## src/rtl/lfsr_gen_if.sv

```systemverilog
// Bundles the LFSR generator's control inputs and status/data outputs.
// The master drives mode/din/rand_ready; the slave (lfsr_gen) drives the rest.
interface lfsr_gen_if #(
    parameter int unsigned WIDTH = 8,
    parameter int unsigned CNT_W = 16
);
    logic [WIDTH-1:0] din;
    logic [1:0]       mode;
    logic             rand_ready;
    logic [WIDTH-1:0] data;
    logic             rand_valid;
    logic             lockup;
    logic [CNT_W-1:0] step_cnt;
    logic [CNT_W-1:0] period_len;
    logic             period_pulse;

    modport master (
        output din, mode, rand_ready,
        input  data, rand_valid, lockup, step_cnt, period_len, period_pulse
    );

    modport slave (
        input  din, mode, rand_ready,
        output data, rand_valid, lockup, step_cnt, period_len, period_pulse
    );
endinterface

```

## src/rtl/lfsr_gen.sv

```systemverilog
// Fibonacci-style right-shifting LFSR with load/reseed, backpressure,
// all-zero lockup recovery and cycle-length measurement.
module lfsr_gen #(
    parameter int unsigned      WIDTH = 8,
    parameter logic [WIDTH-1:0] TAPS  = 8'h1D,
    parameter logic [WIDTH-1:0] SEED  = 8'h01,
    parameter int unsigned      CNT_W = 16
) (
    input logic       clk,
    input logic       rst_n,
    lfsr_gen_if.slave bus
);
    localparam logic [1:0] ModeReseed = 2'b00;
    localparam logic [1:0] ModeLoad   = 2'b01;
    localparam logic [1:0] ModeRun    = 2'b10;

    logic [WIDTH-1:0] data_q, data_d;
    logic [WIDTH-1:0] start_q, start_d;
    logic             lockup_q, lockup_d;
    logic [CNT_W-1:0] step_cnt_q, step_cnt_d;
    logic [CNT_W-1:0] period_len_q, period_len_d;
    logic             period_pulse_q;
    logic             hit;
    logic             fb;
    logic [WIDTH-1:0] step_data;

    assign fb        = ^(data_q & TAPS);
    assign step_data = {fb, data_q[WIDTH-1:1]};

    always_comb begin
        data_d       = data_q;
        start_d      = start_q;
        lockup_d     = lockup_q;
        step_cnt_d   = step_cnt_q;
        period_len_d = period_len_q;
        hit          = 1'b0;
        case (bus.mode)
            ModeReseed: begin
                data_d     = SEED;
                start_d    = SEED;
                step_cnt_d = '0;
                lockup_d   = 1'b0;
            end
            ModeLoad: begin
                data_d     = bus.din;
                start_d    = bus.din;
                step_cnt_d = '0;
                lockup_d   = 1'b0;
            end
            ModeRun: begin
                if (bus.rand_ready) begin
                    if (data_q == '0) begin
                        // All-zero state never advances; restart from the seed instead
                        data_d     = SEED;
                        start_d    = SEED;
                        lockup_d   = 1'b1;
                        step_cnt_d = '0;
                    end else if (step_data == start_q) begin
                        hit          = 1'b1;
                        data_d       = step_data;
                        period_len_d = step_cnt_q + 1'b1;
                        step_cnt_d   = '0;
                    end else begin
                        data_d = step_data;
                        if (step_cnt_q != {CNT_W{1'b1}}) begin
                            step_cnt_d = step_cnt_q + 1'b1;
                        end
                    end
                end
            end
            default: ;
        endcase
    end

    always_ff @(posedge clk or negedge rst_n) begin
        if (!rst_n) begin
            data_q         <= SEED;
            start_q        <= SEED;
            lockup_q       <= 1'b0;
            step_cnt_q     <= '0;
            period_len_q   <= '0;
            period_pulse_q <= 1'b0;
        end else begin
            data_q         <= data_d;
            start_q        <= start_d;
            lockup_q       <= lockup_d;
            step_cnt_q     <= step_cnt_d;
            period_len_q   <= period_len_d;
            // Follows the hit alone so a load/reseed next cycle cannot mask it
            period_pulse_q <= hit;
        end
    end

    assign bus.data         = data_q;
    assign bus.rand_valid   = (bus.mode == ModeRun);
    assign bus.lockup       = lockup_q;
    assign bus.step_cnt     = step_cnt_q;
    assign bus.period_len   = period_len_q;
    assign bus.period_pulse = period_pulse_q;
endmodule

```

## src/flat_wrapper.sv

```systemverilog
// flat-port wrapper written by rule: the top's interface ports become plain ports
module lfsr_gen_flat 
#(
    parameter int unsigned      WIDTH = 8,
    parameter logic [WIDTH-1:0] TAPS  = 8'h1D,
    parameter logic [WIDTH-1:0] SEED  = 8'h01,
    parameter int unsigned      CNT_W = 16
)
  (clk, rst_n, bus_din, bus_mode, bus_rand_ready, bus_data, bus_rand_valid, bus_lockup, bus_step_cnt, bus_period_len, bus_period_pulse);
  lfsr_gen_if #(.WIDTH(WIDTH), .CNT_W(CNT_W)) bus_i ();
  input logic clk;
  input logic rst_n;
  input wire logic [$bits(bus_i.din)-1:0] bus_din;
  input wire logic [$bits(bus_i.mode)-1:0] bus_mode;
  input wire logic [$bits(bus_i.rand_ready)-1:0] bus_rand_ready;
  output wire logic [$bits(bus_i.data)-1:0] bus_data;
  output wire logic [$bits(bus_i.rand_valid)-1:0] bus_rand_valid;
  output wire logic [$bits(bus_i.lockup)-1:0] bus_lockup;
  output wire logic [$bits(bus_i.step_cnt)-1:0] bus_step_cnt;
  output wire logic [$bits(bus_i.period_len)-1:0] bus_period_len;
  output wire logic [$bits(bus_i.period_pulse)-1:0] bus_period_pulse;
  assign bus_i.din = bus_din;
  assign bus_i.mode = bus_mode;
  assign bus_i.rand_ready = bus_rand_ready;
  assign bus_data = bus_i.data;
  assign bus_rand_valid = bus_i.rand_valid;
  assign bus_lockup = bus_i.lockup;
  assign bus_step_cnt = bus_i.step_cnt;
  assign bus_period_len = bus_i.period_len;
  assign bus_period_pulse = bus_i.period_pulse;
  lfsr_gen #(.WIDTH(WIDTH), .TAPS(TAPS), .SEED(SEED), .CNT_W(CNT_W)) u_core (.clk(clk), .rst_n(rst_n), .bus(bus_i));
endmodule
```

## config.mk

```make
export PLATFORM = sky130hd
export DESIGN_NAME = lfsr_gen_flat
export DESIGN_NICKNAME = d
export VERILOG_FILES = /design/src/rtl/lfsr_gen_if.sv /design/src/rtl/lfsr_gen.sv /design/src/flat_wrapper.sv
export SDC_FILE = /design/constraint.sdc
export NUM_CORES = 1
export LEC_CHECK = 0
export ABC_CLOCK_PERIOD_IN_PS = 3840
export CORE_MARGIN = 5
export CORE_UTILIZATION = 55
export CTS_CLUSTER_DIAMETER = 100
export DETAILED_ROUTE_END_ITERATION = 7
export GPL_ROUTABILITY_DRIVEN = 0
export PLACE_DENSITY = 0.93
export SYNTH_ARGS = -nofsm -noshare
export SYNTH_HDL_FRONTEND = slang
export SYNTH_SLANG_ARGS = --single-unit
```

## constraint.sdc

```tcl
create_clock -name clk -period 3.84 [get_ports clk]
set_input_delay 0.96 -clock clk [delete_from_list [all_inputs] [get_ports clk]]
set_output_delay 0.96 -clock clk [all_outputs]
set_load 0.01 [all_outputs]
```

* Word-level counts from Yosys, hierarchy flattened
Cells that the tools add are included.
** Storage, ports and cells
- Latch bits :: 0
- RAM bits :: 0
- Register bits after elaboration :: 50
- Bits of input ports :: 13
- Memories kept :: 0
- Output and inout bits :: 43
- Word-level logic and storage cells :: 44
- Memory bits (read-only) :: 0
** Operators by class
- Reductions and logical operators :: 11
- Multiplexer cells :: 18
- Shifts and indexed selects :: 0
- Eq/ne operators :: 7
- Add/subtract/negate cells :: 1
- Order comparisons :: 0
- Multiply operators :: 0
- Bitwise gates (word level) :: 1
- Divide/modulo/power cells :: 0
** Operators by type and width (count)
- 2-to-1 mux 16 bit :: 4
- case mux 8 bit (3 select lines) :: 2
- 2-to-1 mux 8 bit :: 4
- case mux 16 bit (2 select lines) :: 1
- adder 16 x 1 -> 16 bit (second input constant) :: 1
- != test 16 bit (second input constant) :: 1
- AND reduction 3 bit :: 3
- == test 8 bit :: 1
- logical NOT 8 bit :: 1
- parity 8 bit :: 1
- 2-to-1 mux 1 bit :: 6
- != test 4 x 1 -> 1 bit (second input constant) :: 1
- AND reduction 4 bit :: 1
- nonzero test 3 bit :: 1
- == test 2 x 1 -> 1 bit (second input constant) :: 1
- == test 2 bit (second input constant) :: 1
- logical NOT 2 bit :: 1
- != test 2 x 1 -> 1 bit (second input constant) :: 1
- != test 2 bit (second input constant) :: 1
- case mux 1 bit (2 select lines) :: 1
- AND reduction 2 bit :: 1
- nonzero test 2 bit :: 1
- OR reduction 2 bit :: 1
- inverter 1 bit :: 1

* Logic depth before layout (Yosys ltp)
Gate-level depths: netlist of the first run.
- Word-level depth :: 6
- Gate-level depth with buffers :: 9
- Depth with buffers taken out :: 7

* Worst setup path after synthesis of the first run
Ideal clock, no wire load.
- Kind :: input to register
- From :: input port bus_mode[0]
- To :: register u_core.step_cnt_q[13] (netlist: u_core.bus.step_cnt[13])
- Stages on the path :: 8
- Required time :: 3.758 ns
- Setup time :: 0.082 ns
- Arrival :: 2.398 ns
- Slack :: 1.359 ns
- Path through :: inv_1 > ha_1 > buf_6 > a21oi_1 > o21a_1 > buf_2 > nand2_1 > o22ai_1
** Between the ends
- Elaborated cells between the ends (all ways) :: 9
- Those cells by class :: eq/ne (4); mux (1); reduce/logical (4)
** RTL lines
- from (decl) :: RTL line flat_wrapper.sv:14 : input wire logic [$bits(bus_i.mode)-1:0] bus_mode;
- == test 2 bit (*)
- via bus_rand_valid :: RTL line flat_wrapper.sv:17 : output wire logic [$bits(bus_i.rand_valid)-1:0] bus_rand_valid;
- != test 4 x 1 -> 1 bit (no line), or another cell as far along
- AND reduction 3 bit (no line)
- to (signal assigned) :: RTL line lfsr_gen.sv:87 : step_cnt_q <= step_cnt_d;
- to (decl) :: RTL line lfsr_gen.sv:20 : logic [CNT_W-1:0] step_cnt_q, step_cnt_d;
The timed path passes the listed nets; every way through them passes the cells marked *.
A chain may end at the register's enable or synchronous reset.

* Worst setup path after layout of the first run
- From :: input port bus_mode[0]
- To :: output port bus_rand_valid
** Between the ends
- Longest elaborated chain between the ends :: 1
** RTL lines
- == test 2 bit :: RTL line lfsr_gen.sv:95 : assign bus.rand_valid = (bus.mode == ModeRun);
- to (decl) :: RTL line flat_wrapper.sv:17
Every way passes these cells.

==> results.py, run 1 <==
metrics = {
    "yosys": {
        "yosys_register_bits": 50,
        "synth_flop_cell": "dfrtp_1",
        "seq_area_frac_synth": 0.4615,
        "async_reset_ff_frac": 1.000,
        "ys_types": 43,
        "synthCells": 266,
        "synth-warning-count": 0,
        "avgSynthCellArea_um2": 10.21,
        "synth_area_um2": 2716,
        "synth-edff-count": 0,
        "synth_nets": 284,
    },
    "global_routing": {
        "grt_pass1_wl_um": 10980,
        "met2_usage": 0.3526,
        "grt_overflow": 0,
        "antenna_found_initial": 0,
        "grt_start_max_net_pins": 33,
        "grt.busiest_layer": "met2",
        "first_global_vias": 2186,
        "met1_usage": 0.2908,
        "track_usage": 0.2161,
        "met3_usage": 0.04709,
    },
    "floorplanning": {
        "rows": 25,
        "coreArea_um2": 4755,
        "die_w_um": 80.28,
        "dieHeight_um": 80.28,
        "ios": 56,
        "die-area_um2": 6444,
        "start_util": 0.5713,
    },
    "cts": {
        "cts_tree": "yes",
        "htreeDepth": 2,
        "numCtsBuffers": 5,
        "insertion_delay_ns": 0.30,
        "path_clk_slew_ns": 0.09,
        "post_cts_resized": 0,
        "cts.sinks": 50,
        "cts_buffer_depth": 2,
        "cts_hold_buf": 0,
        "post_cts_buffers": 0,
        "cts_root_buffer": "clkbuf_8",
    },
    "placed_design": {
        "dpl.hpwl_um": 4464,
        "portBuffers": 55,
        "post-place-ws_ns": 0.6638,
        "placedInstanceArea_um2": 3287,
        "dp.cells": 378,
    },
    "worst_setup_path": {
        "worst_setup_path_end_kind": "primary output",
        "crit_path_max_fanout": 3,
        "cp.arrival_ns": 2.21,
        "start_kind": "input port",
        "critPathKind": "input port to primary output",
        "cp.required_ns": 2.88,
    },
    "timing": {
        "rsz0062_at_grt": "no",
        "tightest_slew_ns": 0.7849,
        "finalHoldViolations": 0,
        "hold_slack_ns": 0.5069,
        "timing.setup.tns_ns": 0,
        "finalSetupViolCount": 0,
        "setup_ws_ns": 0.6735,
        "min_period_ns": 3.166,
        "final-max-slew-violation-count": 0,
        "finalCritPeriodShare": 0.8246,
        "skew_ns": 0.01034,
        "relSlewSlack": 0.4719,
        "fmax_mhz": 315.8,
    },
    "power": {
        "p_sw_uw": 293.3,
        "p_int_uw": 778.1,
        "p_clk_frac": 0.294,
        "seqPwrFrac": 0.536,
        "p_sw_frac": 0.2737,
        "finalPower_mw": 1.071,
        "cellPowerDensity_nw_per_um2": 317.1,
        "comb_power_share": 0.170,
        "power.static_leakage_nw": 1.471,
        "ir_drop_v": 0.0002330,
    },
    "run_status": {
        "status": "finished, final reports clean",
    },
    "detailed_routing": {
        "ant_nets": 0,
        "wl_um": 6384,
        "drc_errors": 0,
        "drt_iter0_drc": 303,
        "wl_per_cell_um": 16.54,
        "drt-pass1-iter-count": 5,
        "viasPerCell": 6.010,
        "vias": 2320,
    },
    "min_path": {
        "hold_path.class": "flop to flop",
    },
    "cells_and_area": {
        "instances_no_fill": 386,
        "final_core_util": 0.7105,
        "syn2layout_area_growth_pct": 24.37,
        "postLayoutCellArea_um2": 3378,
        "drive_gt1_frac": 0.1097,
        "num_antenna_cells": 0,
        "nets": 336,
    },
    "run": {
        "maxCapViolCount": 0,
    },
}
[final timing paths]
check	cells after the start	start	end	slack, ns
setup / recovery	4	bus_mode[0]	bus_rand_valid	0.67
hold / removal	2	u_core.start_q[4]$_DFFE_PN0P_	u_core.start_q[4]$_DFFE_PN0P_	0.51
setup reg to reg	6	u_core.bus.step_cnt[0]$_DFFE_PN0P_	u_core.bus.step_cnt[6]$_DFFE_PN0P_	1.26
hold reg to reg	2	u_core.start_q[4]$_DFFE_PN0P_	u_core.start_q[4]$_DFFE_PN0P_	0.51
max in group asynchronous	2	rst_n	u_core.start_q[0]$_DFFE_PN1P_	2.35
min in group asynchronous	1	rst_n	u_core.bus.step_cnt[14]$_DFFE_PN0P_	0.70
[cell type report]
| type | instances | area [um^2] |
|---|---|---|
| Sequential cell | 50 | 1254 |
| Inverter | 11 | 41.29 |
| Timing Repair Buffer | 60 | 583.1 |
| Tap cell | 67 | 83.83 |
| Multi-Input combinational cell | 190 | 1325 |
| Clock buffer | 7 | 86.33 |
| Fill cell | 366 | 1376 |
| Clock inverter | 1 | 5.005 |
[flip-flops by register name (all words and copies together) (netlist names)]
signal and cells:
u_core.bus.period_len 16, u_core.bus.step_cnt 16, u_core.bus.data 8, u_core.start_q 8, u_core.bus.lockup 1, u_core.bus.period_pulse 1
[synthesized netlist by cell type, types with 4 or more instances]
cell | instances | area share
buf_2 | 4 | 0.0074
xnor2_1 | 10 | 0.032
mux2_2 | 6 | 0.025
mux2_4 | 9 | 0.050
inv_1 | 11 | 0.015
nor4_1 | 4 | 0.0092
nand4_1 | 4 | 0.0092
ha_1 | 5 | 0.023
dfrtp_1 | 48 | 0.44
o31ai_1 | 6 | 0.017
clkbuf_1 | 5 | 0.0069
o21ai_0 | 25 | 0.046
xor2_1 | 12 | 0.039
mux2i_1 | 4 | 0.015
and3_1 | 6 | 0.014
a21oi_1 | 10 | 0.018
nand3_1 | 11 | 0.020
nand2_1 | 30 | 0.041
a31oi_1 | 16 | 0.037
nor2_1 | 9 | 0.012
[cells by family after synthesis]
| kind of cell | after synthesis | synth area share |
|---|---|---|
| buffers and inverters | 26 | 0.05067 |
| DFF | 50 | 0.4615 |
| xor gates and xnor gates | 23 | 0.07922 |
| adders and majority gates | 5 | 0.02303 |
| muxes | 19 | 0.08936 |
| and+or+nand+nor | 73 | 0.1308 |
| AOI/OAI and AO/OA | 70 | 0.1654 |
[power by group through the flow]
stage	combinational (mW)	sequential [mW]	clock [mW]
2_1_floorplan	0.0992	0.586	0
3_3_place_gp	0.175	0.583	0
6_report	0.182	0.574	0.315
4_1_cts	0.182	0.574	0.319
5_1_grt	0.199	0.578	0.346
3_5_place_dp	0.180	0.585	0
[cell usage in the layout (no fill, tap or decap), drive strengths merged, types with 4 or more instances in the layout]
cell type	synthesis	routed
nand4	4	4
nor2	10	10
inv	11	11
a31oi	17	17
a21oi	10	10
dfrtp	48	48
mux2i	4	4
and3	7	7
xor2	12	12
xnor2	10	10
mux2	15	15
o31ai	6	6
buf	7	6
nand2	30	30
clkbuf	8	7
nand3	11	11
nor4	4	4
ha	5	5
clkdlybuf4s50	0	54
o21ai	25	25
[routing by layer]
layer	part of all wire	up-vias	routed length, um
li1	-	1064	-
met1	0.42	1126	2656
met2	0.49	116	3144
met3	0.073	14	468
met4	0.018	0	115
met5	0	-	0
[critical path, stage by stage]
cell and delay, ns:
clkdlybuf4s50_1 0.51, inv_1 0.05, ha_1 0.20, clkdlybuf4s50_1 0.48
Power figures use the tool's default switching activity.
==> inputs of run 2 (changes only) <==
Settings changed: ABC_CLOCK_PERIOD_IN_PS 3840 to 3050, CORE_UTILIZATION 55 to 51, PLACE_DENSITY 0.93 to 0.88.
Clock period 3.84 ns to 3.05 ns, I/O delays scaled along.
==> run 2 against run 1 <==
Non-clock buffer count grew 2; first-iteration DRC count shrank 26%; power grew 43%; clock skew shrank 0.0067 ns; count of clock-buffer cells in the layout shrank 1; final cell count grew 1.3%; sequential cell count is the same; die area grew 6.9%; critical path depth is the same; register-to-register slack lost 0.83 ns; wire length grew 4.1%; sequential share of layout area shrank 0.89 points; critical endpoint unchanged; largest cell class unchanged; largest power group unchanged.
==> results.py, run 2 (same netlist as run 1, synthesis figures left out) <==
metrics = {
    "floorplanning": {
        "ios": 56,
        "die-area_um2": 6886,
        "coreArea_um2": 5140,
        "rows": 26,
        "start_util": 0.5285,
        "dieHeight_um": 82.98,
        "die_w_um": 82.98,
    },
    "timing": {
        "tightest_slew_ns": 0.5136,
        "finalCritPeriodShare": 0.9095,
        "rsz0062_at_grt": "no",
        "setup_ws_ns": 0.2761,
        "fmax_mhz": 360.5,
        "skew_ns": 0.003629,
        "final-max-slew-violation-count": 0,
        "finalHoldViolations": 0,
        "min_period_ns": 2.774,
        "timing.setup.tns_ns": 0,
        "relSlewSlack": 0.6544,
        "finalSetupViolCount": 0,
    },
    "detailed_routing": {
        "viasPerCell": 5.801,
        "ant_nets": 0,
        "drt-pass1-iter-count": 4,
        "drc_errors": 0,
        "vias": 2268,
        "wl_um": 6647,
        "wl_per_cell_um": 17.00,
        "drt_iter0_drc": 224,
    },
    "power": {
        "cellPowerDensity_nw_per_um2": 442.3,
        "power.static_leakage_nw": 1.507,
        "p_sw_uw": 383.0,
        "seqPwrFrac": 0.473,
        "comb_power_share": 0.153,
        "ir_drop_v": 0.0002491,
        "p_int_mw": 1.148,
        "p_sw_frac": 0.2503,
        "p_clk_frac": 0.374,
    },
    "run": {
        "maxCapViolCount": 0,
    },
    "cts": {
        "cts_tree": "yes",
        "post_cts_buffers": 0,
        "cts_root_buffer": "clkbuf_8",
        "htreeDepth": 2,
        "cts_hold_buf": 0,
        "cts.sinks": 50,
        "numCtsBuffers": 5,
        "insertion_delay_ns": 0.30,
        "post_cts_resized": 0,
        "path_clk_slew_ns": 0.09,
        "cts_buffer_depth": 2,
    },
    "worst_setup_path": {
        "cp.arrival_ns": 2.01,
        "start_kind": "input port",
        "cp.required_ns": 2.29,
        "critPathKind": "input port to primary output",
        "cp_slowest_cell": "clkdlybuf4s50_1",
        "crit_chain": "clkdlybuf4s50_1 -> inv_1 -> ha_1 -> clkdlybuf4s50_1",
        "crit_path_max_fanout": 3,
        "max_stage_delay_ns": 0.51,
        "worst_setup_path_end_kind": "primary output",
        "path_common_cell": "clkdlybuf4s50_1",
        "rrSetupSlack_ns": 0.43,
    },
    "placed_design": {
        "portBuffers": 55,
        "post-place-ws_ns": 0.1421,
        "dpl.hpwl_um": 4793,
    },
    "global_routing": {
        "met3_usage": 0.04059,
        "met2_usage": 0.3163,
        "antenna_found_initial": 0,
        "grt_pass1_wl_um": 11340,
        "grt_start_max_net_pins": 28,
        "first_global_vias": 2260,
        "met1_usage": 0.2622,
        "grt.busiest_layer": "met2",
        "track_usage": 0.1969,
        "grt_overflow": 0,
    },
    "cells_and_area": {
        "nets": 338,
        "syn2layout_area_growth_pct": 27.41,
        "drive_gt1_frac": 0.1184,
        "final_common_cell": "clkdlybuf4s50_1",
        "num_antenna_cells": 0,
        "mostFrequentLayoutCells": "clkdlybuf4s50_1, dfrtp_1, nand2_1, o21ai_0, a31oi_1",
    },
    "min_path": {
        "hold_path.class": "input port to asynchronous set/reset pin",
    },
    "run_status": {
        "status": "finished, final reports clean",
    },
}
-- run 2: worst max-delay path, delay by kind of cell --
| family | cells | cell delay [ns] |
|---|---|---|
| fa+ha+maj | 1 | 0.20 |
| buf+inv | 3 | 1.05 |
-- run 2: final cells by class --
class                           instances  area (um^2)
Clock buffer                            6        82.58
Inverter                               11        41.29
Clock inverter                          2        60.06
Sequential cell                        50         1254
Fill cell                             398         1679
Multi-Input combinational cell        190         1325
Timing Repair Buffer                   62        610.6
Tap cell                               70        87.58
-- run 2: metrics by stage --
step | cell area [um^2] | util | total power [mW] | hold WS [ns] | cells
after floorplan | 2716 | - | 0.8621 | 0.4640 | 266
after global placement | 3318 | 0.6456 | 0.9573 | 0.4722 | 383
after detailed placement | 3318 | 0.6456 | 0.9676 | 0.4920 | 383
after CTS | 3461 | 0.6733 | 1.536 | 0.3789 | 391
after global routing | 3461 | 0.6733 | 1.593 | 0.3954 | 391
final | 3461 | 0.6733 | 1.531 | 0.3712 | 391
-- run 2: per-layer routing --
layer | vias to the layer above | wire (um)
li1 | 1060 | -
met1 | 1108 | 2856
met2 | 90 | 3226
met3 | 10 | 442
met4 | 0 | 121
met5 | - | 0
-- run 2: final timing paths --
check | cells after the start | startpoint | endpoint
min reg2reg | 2 | u_core.start_q[0]$_DFFE_PN1P_ | u_core.start_q[0]$_DFFE_PN1P_
min | 1 | rst_n | u_core.start_q[3]$_DFFE_PN0P_
min in group clk | 2 | u_core.start_q[0]$_DFFE_PN1P_ | u_core.start_q[0]$_DFFE_PN1P_
max in group asynchronous | 2 | rst_n | u_core.start_q[0]$_DFFE_PN1P_
max | 4 | bus_mode[0] | bus_rand_valid
max reg2reg | 6 | u_core.bus.step_cnt[0]$_DFFE_PN0P_ | u_core.bus.step_cnt[12]$_DFFE_PN0P_
-- run 2: power by group through the flow --
stage	combinational (mW)	sequential [mW]	clock, mW
2_1_floorplan	0.125	0.737	0
3_3_place_gp	0.223	0.734	0
3_5_place_dp	0.232	0.736	0
4_1_cts	0.235	0.723	0.578
5_1_grt	0.256	0.728	0.609
6_report	0.234	0.724	0.573
==> inputs of run 3 (changes only) <==
Settings changed: CORE_MARGIN 5 to not set, GPL_TIMING_DRIVEN set to 0.
==> run 3 against run 2 <==
Utilization grew 0.87 points; clock power shrank 21%; register-to-register slack gained 0.15 ns; final cell count grew 2.3%; fmax shrank 0.69%; sequential cell count is the same; critical path depth is the same; combinational power grew 2%; power shrank 7.7%; critical path type unchanged; largest power group unchanged; highest routed layer unchanged.
==> results.py, run 3 (same netlist as run 1, synthesis figures left out) <==
metrics = {
    "run_status": {
        "status": "finished, final reports clean",
    },
    "detailed_routing": {
        "drt-pass1-iter-count": 4,
        "drt_iter0_drc": 156,
        "wl_um": 6390,
        "wl_per_cell_um": 15.98,
        "ant_nets": 0,
        "viasPerCell": 5.770,
        "drc_errors": 0,
        "vias": 2308,
    },
    "timing": {
        "finalHoldViolations": 0,
        "finalSetupViolCount": 0,
        "min_period_ns": 2.793,
        "tightest_slew_ns": 0.7861,
        "rsz0062_at_grt": "no",
        "finalCritPeriodShare": 0.9158,
        "final-max-slew-violation-count": 0,
        "fmax_mhz": 358.0,
        "timing.setup.tns_ns": 0,
        "relSlewSlack": 0.4711,
        "skew_ns": 0.008839,
    },
    "placed_design": {
        "dpl.hpwl_um": 4682,
        "portBuffers": 55,
    },
    "worst_setup_path": {
        "startpoint": "bus_mode[0]",
        "timing.rr.start": "u_core.bus.step_cnt[0]$_DFFE_PN0P_",
        "endpoint": "bus_rand_valid",
        "critPathKind": "input port to primary output",
        "crit_path_max_fanout": 3,
        "cp.required_ns": 2.29,
        "r2r_cells": 6,
        "worst_setup_path_end_kind": "primary output",
        "r2r_end": "u_core.bus.step_cnt[12]$_DFFE_PN0P_",
        "start_kind": "input port",
        "cp.arrival_ns": 2.03,
        "rrSetupSlack_ns": 0.58,
    },
    "cts": {
        "cts_tree": "yes",
        "cts_root_buffer": "clkbuf_8",
        "htreeDepth": 2,
        "post_cts_buffers": 0,
        "cts.sinks": 50,
        "path_clk_slew_ns": 0.09,
        "numCtsBuffers": 5,
        "insertion_delay_ns": 0.31,
        "cts_buffer_depth": 2,
        "cts_hold_buf": 0,
    },
    "min_path": {
        "hold_path.class": "input port to asynchronous set/reset pin",
    },
    "cells_and_area": {
        "mostFrequentLayoutCells": "clkdlybuf4s50_1, dfrtp_1, nand2_1, o21ai_0, a31oi_1",
        "final_common_cell": "clkdlybuf4s50_1",
        "drive_gt1_frac": 0.1303,
        "final_core_util": 0.6820,
        "nets": 347,
        "syn2layout_area_growth_pct": 28.24,
        "num_antenna_cells": 0,
    },
    "floorplanning": {
        "start_util": 0.5318,
        "rows": 26,
        "ios": 56,
        "die_w_um": 74.98,
        "coreArea_um2": 5107,
        "dieHeight_um": 74.98,
        "die-area_um2": 5622,
    },
    "power": {
        "seqPwrFrac": 0.513,
        "cellPowerDensity_nw_per_um2": 405.5,
        "p_clk_frac": 0.318,
        "power.static_leakage_nw": 1.524,
        "p_sw_frac": 0.2707,
        "comb_power_share": 0.169,
        "p_sw_uw": 382.4,
        "ir_drop_v": 0.0002367,
        "p_int_mw": 1.030,
        "finalPower_mw": 1.412,
    },
    "global_routing": {
        "antenna_found_initial": 0,
        "track_usage": 0.2449,
        "first_global_vias": 2161,
        "grt_pass1_wl_um": 10240,
        "grt_overflow": 0,
        "grt_start_max_net_pins": 35,
    },
    "run": {
        "maxCapViolCount": 0,
    },
}
## run 3: cell count changes in the layout (fill, tap and decap cells not counted), sizes merged
| cell | delta |
|---|---|
| bufinv | -2 |
| buf | +1 |
| clkbuf | +10 |
## run 3: worst max-delay path, stage by stage
cell             delay [ns]
clkdlybuf4s50_1        0.51
inv_1                  0.06
ha_1                   0.22
clkdlybuf4s50_1        0.48
## run 3: worst min path at each step
stage,endpoint,slack (ns),cells after the start
after CTS,u_core.bus.period_len[4]$_DFFE_PN0P_,0.38,1
after floorplan,u_core.start_q[0]$_DFFE_PN1P_,0.46,2
after global placement,u_core.start_q[0]$_DFFE_PN1P_,0.47,2
final,u_core.bus.step_cnt[9]$_DFFE_PN0P_,0.37,1
after detailed placement,u_core.start_q[4]$_DFFE_PN0P_,0.49,2
after global routing,u_core.bus.period_len[4]$_DFFE_PN0P_,0.40,1
## run 3: metrics by stage
step           cells  worst slack [ns]  instance area (um^2)  hold slack [ns]
3_3_place_gp     391           -0.1951                  3354           0.4714
6_report         400            0.2568                  3483           0.3735
2_1_floorplan    266            0.7571                  2716           0.4640
5_1_grt          400            0.2022                  3483           0.3986
3_5_place_dp     392           -0.2517                  3369           0.4906
4_1_cts          400           0.06947                  3480           0.3816
## run 3: repair_timing
| action | 4_1_cts | 5_1_grt |
|---|---|---|
| gates resized for setup | 0 | 1 |
| endpoints found under the setup margin | 0 | 11 |
| hold endpoints to repair | 0 | 0 |
## run 3: power by group through the flow
| stage | combinational [mW] | clock [mW] | sequential (mW) |
|---|---|---|---|
| 6_report | 0.239 | 0.450 | 0.724 |
| 5_1_grt | 0.262 | 0.475 | 0.726 |
| 4_1_cts | 0.238 | 0.455 | 0.723 |
| 3_5_place_dp | 0.237 | 0 | 0.735 |
| 3_3_place_gp | 0.227 | 0 | 0.735 |
| 2_1_floorplan | 0.125 | 0 | 0.737 |
## run 3: per-layer routing
layer / global-route usage / wire [um] / up-vias / share of wire
li1: - / - / 1078 / -
met1: 0.3060 / 2663 / 1135 / 0.42
met2: 0.4274 / 3295 / 81 / 0.52
met3: 0.04418 / 308 / 14 / 0.048
met4: 0.08386 / 122 / 0 / 0.019
met5: 0 / 0 / - / 0
## run 3: cell type report
| type | count | area (um^2) |
|---|---|---|
| repair buffers | 56 | 565.5 |
| flip-flops and latches | 50 | 1254 |
| clock buffers | 8 | 110.1 |
| fillers | 396 | 1624 |
| multi-input cells | 190 | 1329 |
| well taps | 70 | 87.58 |
| plain buffers | 15 | 96.34 |
| inverters | 11 | 41.29 |
==> RTL change (settings of run 3) <==
`TAPS` is set to 8'h1D in 2 places; all go to 8'h15.
--- a/src/rtl/lfsr_gen.sv
+++ b/src/rtl/lfsr_gen.sv
@@ -3,5 +3,5 @@
 module lfsr_gen #(
     parameter int unsigned      WIDTH = 8,
-    parameter logic [WIDTH-1:0] TAPS  = 8'h1D,
+    parameter logic [WIDTH-1:0] TAPS  = 8'h15,
     parameter logic [WIDTH-1:0] SEED  = 8'h01,
     parameter int unsigned      CNT_W = 16
--- a/src/flat_wrapper.sv
+++ b/src/flat_wrapper.sv
@@ -3,5 +3,5 @@
 #(
     parameter int unsigned      WIDTH = 8,
-    parameter logic [WIDTH-1:0] TAPS  = 8'h1D,
+    parameter logic [WIDTH-1:0] TAPS  = 8'h15,
     parameter logic [WIDTH-1:0] SEED  = 8'h01,
     parameter int unsigned      CNT_W = 16
Formal check against the unedited RTL: not equivalent (a bounded check fails within 4 cycles, from zero or initial values and one cycle with rst_n low).
==> RTL change against run 3 <==
- design area shrank 3.2%
- wire length shrank 7.0%
- sequential cell count is the same
- sequential share of layout area grew 1.2 points
- core utilization grew 1.8 points
- worst setup slack lost 0.098 ns
- critical path depth grew 7
- synthesized cell count grew 3.4%
- synthesized area shrank 3.7%
- critical path type is now in2reg
- highest routed layer unchanged
Power is not compared: it rests on default switching activity, and its combinational part moved more than twofold at a synthesized area within 25%.
==> RTL change: results (changes against run 3) <==
{| class="wikitable"
! Metric !! Value
|-
| Maximum cell stage delay along the critical path || 0.45 ns (-0.06 ns)
|-
| Initial DRT Pass Iterations || 4 (unchanged)
|-
| Clock slew at reported path FFs || 0.09 ns (about the same)
|-
| Met3 wirelength from detailed routing || 270 um (-12%)
|-
| Post-Route Skew || 0.00552 ns (-0.00332 ns)
|-
| Flop-to-flop setup slack || 0.74 ns (+0.16 ns)
|-
| Clock Sinks || 50 (unchanged)
|-
| Synth Area in Compound Gates || 21.3% (+4.8 points)
|-
| Synth area leaders || dfrtp_1, a21oi_1, xnor2_1
|-
| Crit Reg-Reg Endpoint || u_core.bus.step_cnt[8]$_DFFE_PN0P_
|-
| Avg Vias per Cell || 5.57 (-3.5%)
|-
| Async set-reset flop share out of synthesis || 100% (unchanged)
|-
| Multiplexer share of the synthesized area || 0.813% (-8.1 points)
|-
| End of the critical path || u_core.bus.period_len[14]$_DFFE_PN0P_
|-
| Number of library cell types mapped by synthesis || 44 (+2.3%)
|-
| Post-synthesis share of cell area spent on xor and xnor gates || 8.51% (+0.59 points)
|-
| Critical path fanouts, max || 10 (+7)
|-
| Global routing usage summed across all routing layers || 24.2% (-0.26 points)
|-
| Met3 Usage GRT || 3.57% (-0.85 points)
|-
| Multi-input combinational cell count || 201 (+5.8%)
|-
| Syn avg cell area || 9.51 sq um (-6.8%)
|-
| Status || complete, no violations
|-
| Share of layout cells above drive strength 1 || 9.14% (-3.9 points)
|-
| Non-clk bufs || 73 (+2.8%)
|-
| Routed met1 length || 2.50 mm (-6.2%)
|-
| Post-route worst setup slack || 0.159 ns (-0.0981 ns)
|-
| Relative slew margins || 51.3% (+4.2 points)
|-
| Final nets || 355 (+2.3%)
|-
| WP data arrival || 3.11 ns (+1.08 ns)
|-
| Non-clock buffer contribution to total cell area || 19.1% (+0.10 points)
|-
| Routed WL || 5.95 mm (-7.0%)
|-
| Minimum setup slack after placement || -0.435 ns (-0.183 ns)
|-
| Placed instance count || 398 (+1.5%)
|-
| Sequential share of the synthesized area || 47.9% (+1.8 points)
|-
| # fillers || 383 (-3.3%)
|-
| Global routing usage on met1 || 29.6% (-1.0 points)
|-
| Vias in the first global route || 2186 (+1.2%)
|-
| Total via count after detailed routing || 2261 (-2.0%)
|-
| Top cells by instance count after synthesis || dfrtp_1, nand2_1, a21oi_1, nor2_1, o21ai_1
|-
| Wire length of the first global-routing pass || 10.0 mm (-2.4%)
|-
| Layout clock buffers || 6 (-2)
|-
| R2R cell count || 8 (+2)
|-
| Post-CTS resize count || 2 (+2)
|-
| Final clock-cell share || 2.82% (-0.34 points)
|-
| Area taken by multi-input logic gates || 1270 sq um (-4.4%)
|-
| Met2 global-route usage || 43.1% (+0.38 points)
|-
| Detail Placement HPWL || 4.34 mm (-7.2%)
|-
| Non-Clock Inverter Count || 7 (-4)
|-
| Metal2 WL || 3.04 mm (-7.6%)
|-
| Mapped Nets || 292 (+2.8%)
|-
| Initial drt markers || 173 (+11%)
|}
-- RTL change: cell types whose count changed in the layout (fill, tap and decap cells not counted), sizes merged, moves of 7 or more --
| cell | delta |
|---|---|
| xnor2 | +7 |
| nor2 | +11 |
| a31oi | -15 |
| mux2 | -14 |
| o21ai | +7 |
| xor2 | -7 |
| a21oi | +19 |
-- RTL change: power by group through the flow --
stage / combinational, mW / clock, mW / sequential (mW)
2_1_floorplan: 0.213 / 0 / 0.916
3_3_place_gp: 0.545 / 0 / 0.865
3_5_place_dp: 0.568 / 0 / 0.871
4_1_cts: 0.571 / 0.415 / 0.858
5_1_grt: 0.630 / 0.433 / 0.868
6_report: 0.565 / 0.402 / 0.855
-- RTL change: metrics by stage --
step,TNS (ns),hold slack (ns),cell area (sq um)
detailed placement,-8.55,0.480,3270
finish,0,0.453,3370
floorplan,0,0.465,2620
global placement,-13.19,0.478,3250
global route,0,0.488,3370
CTS,0,0.472,3370
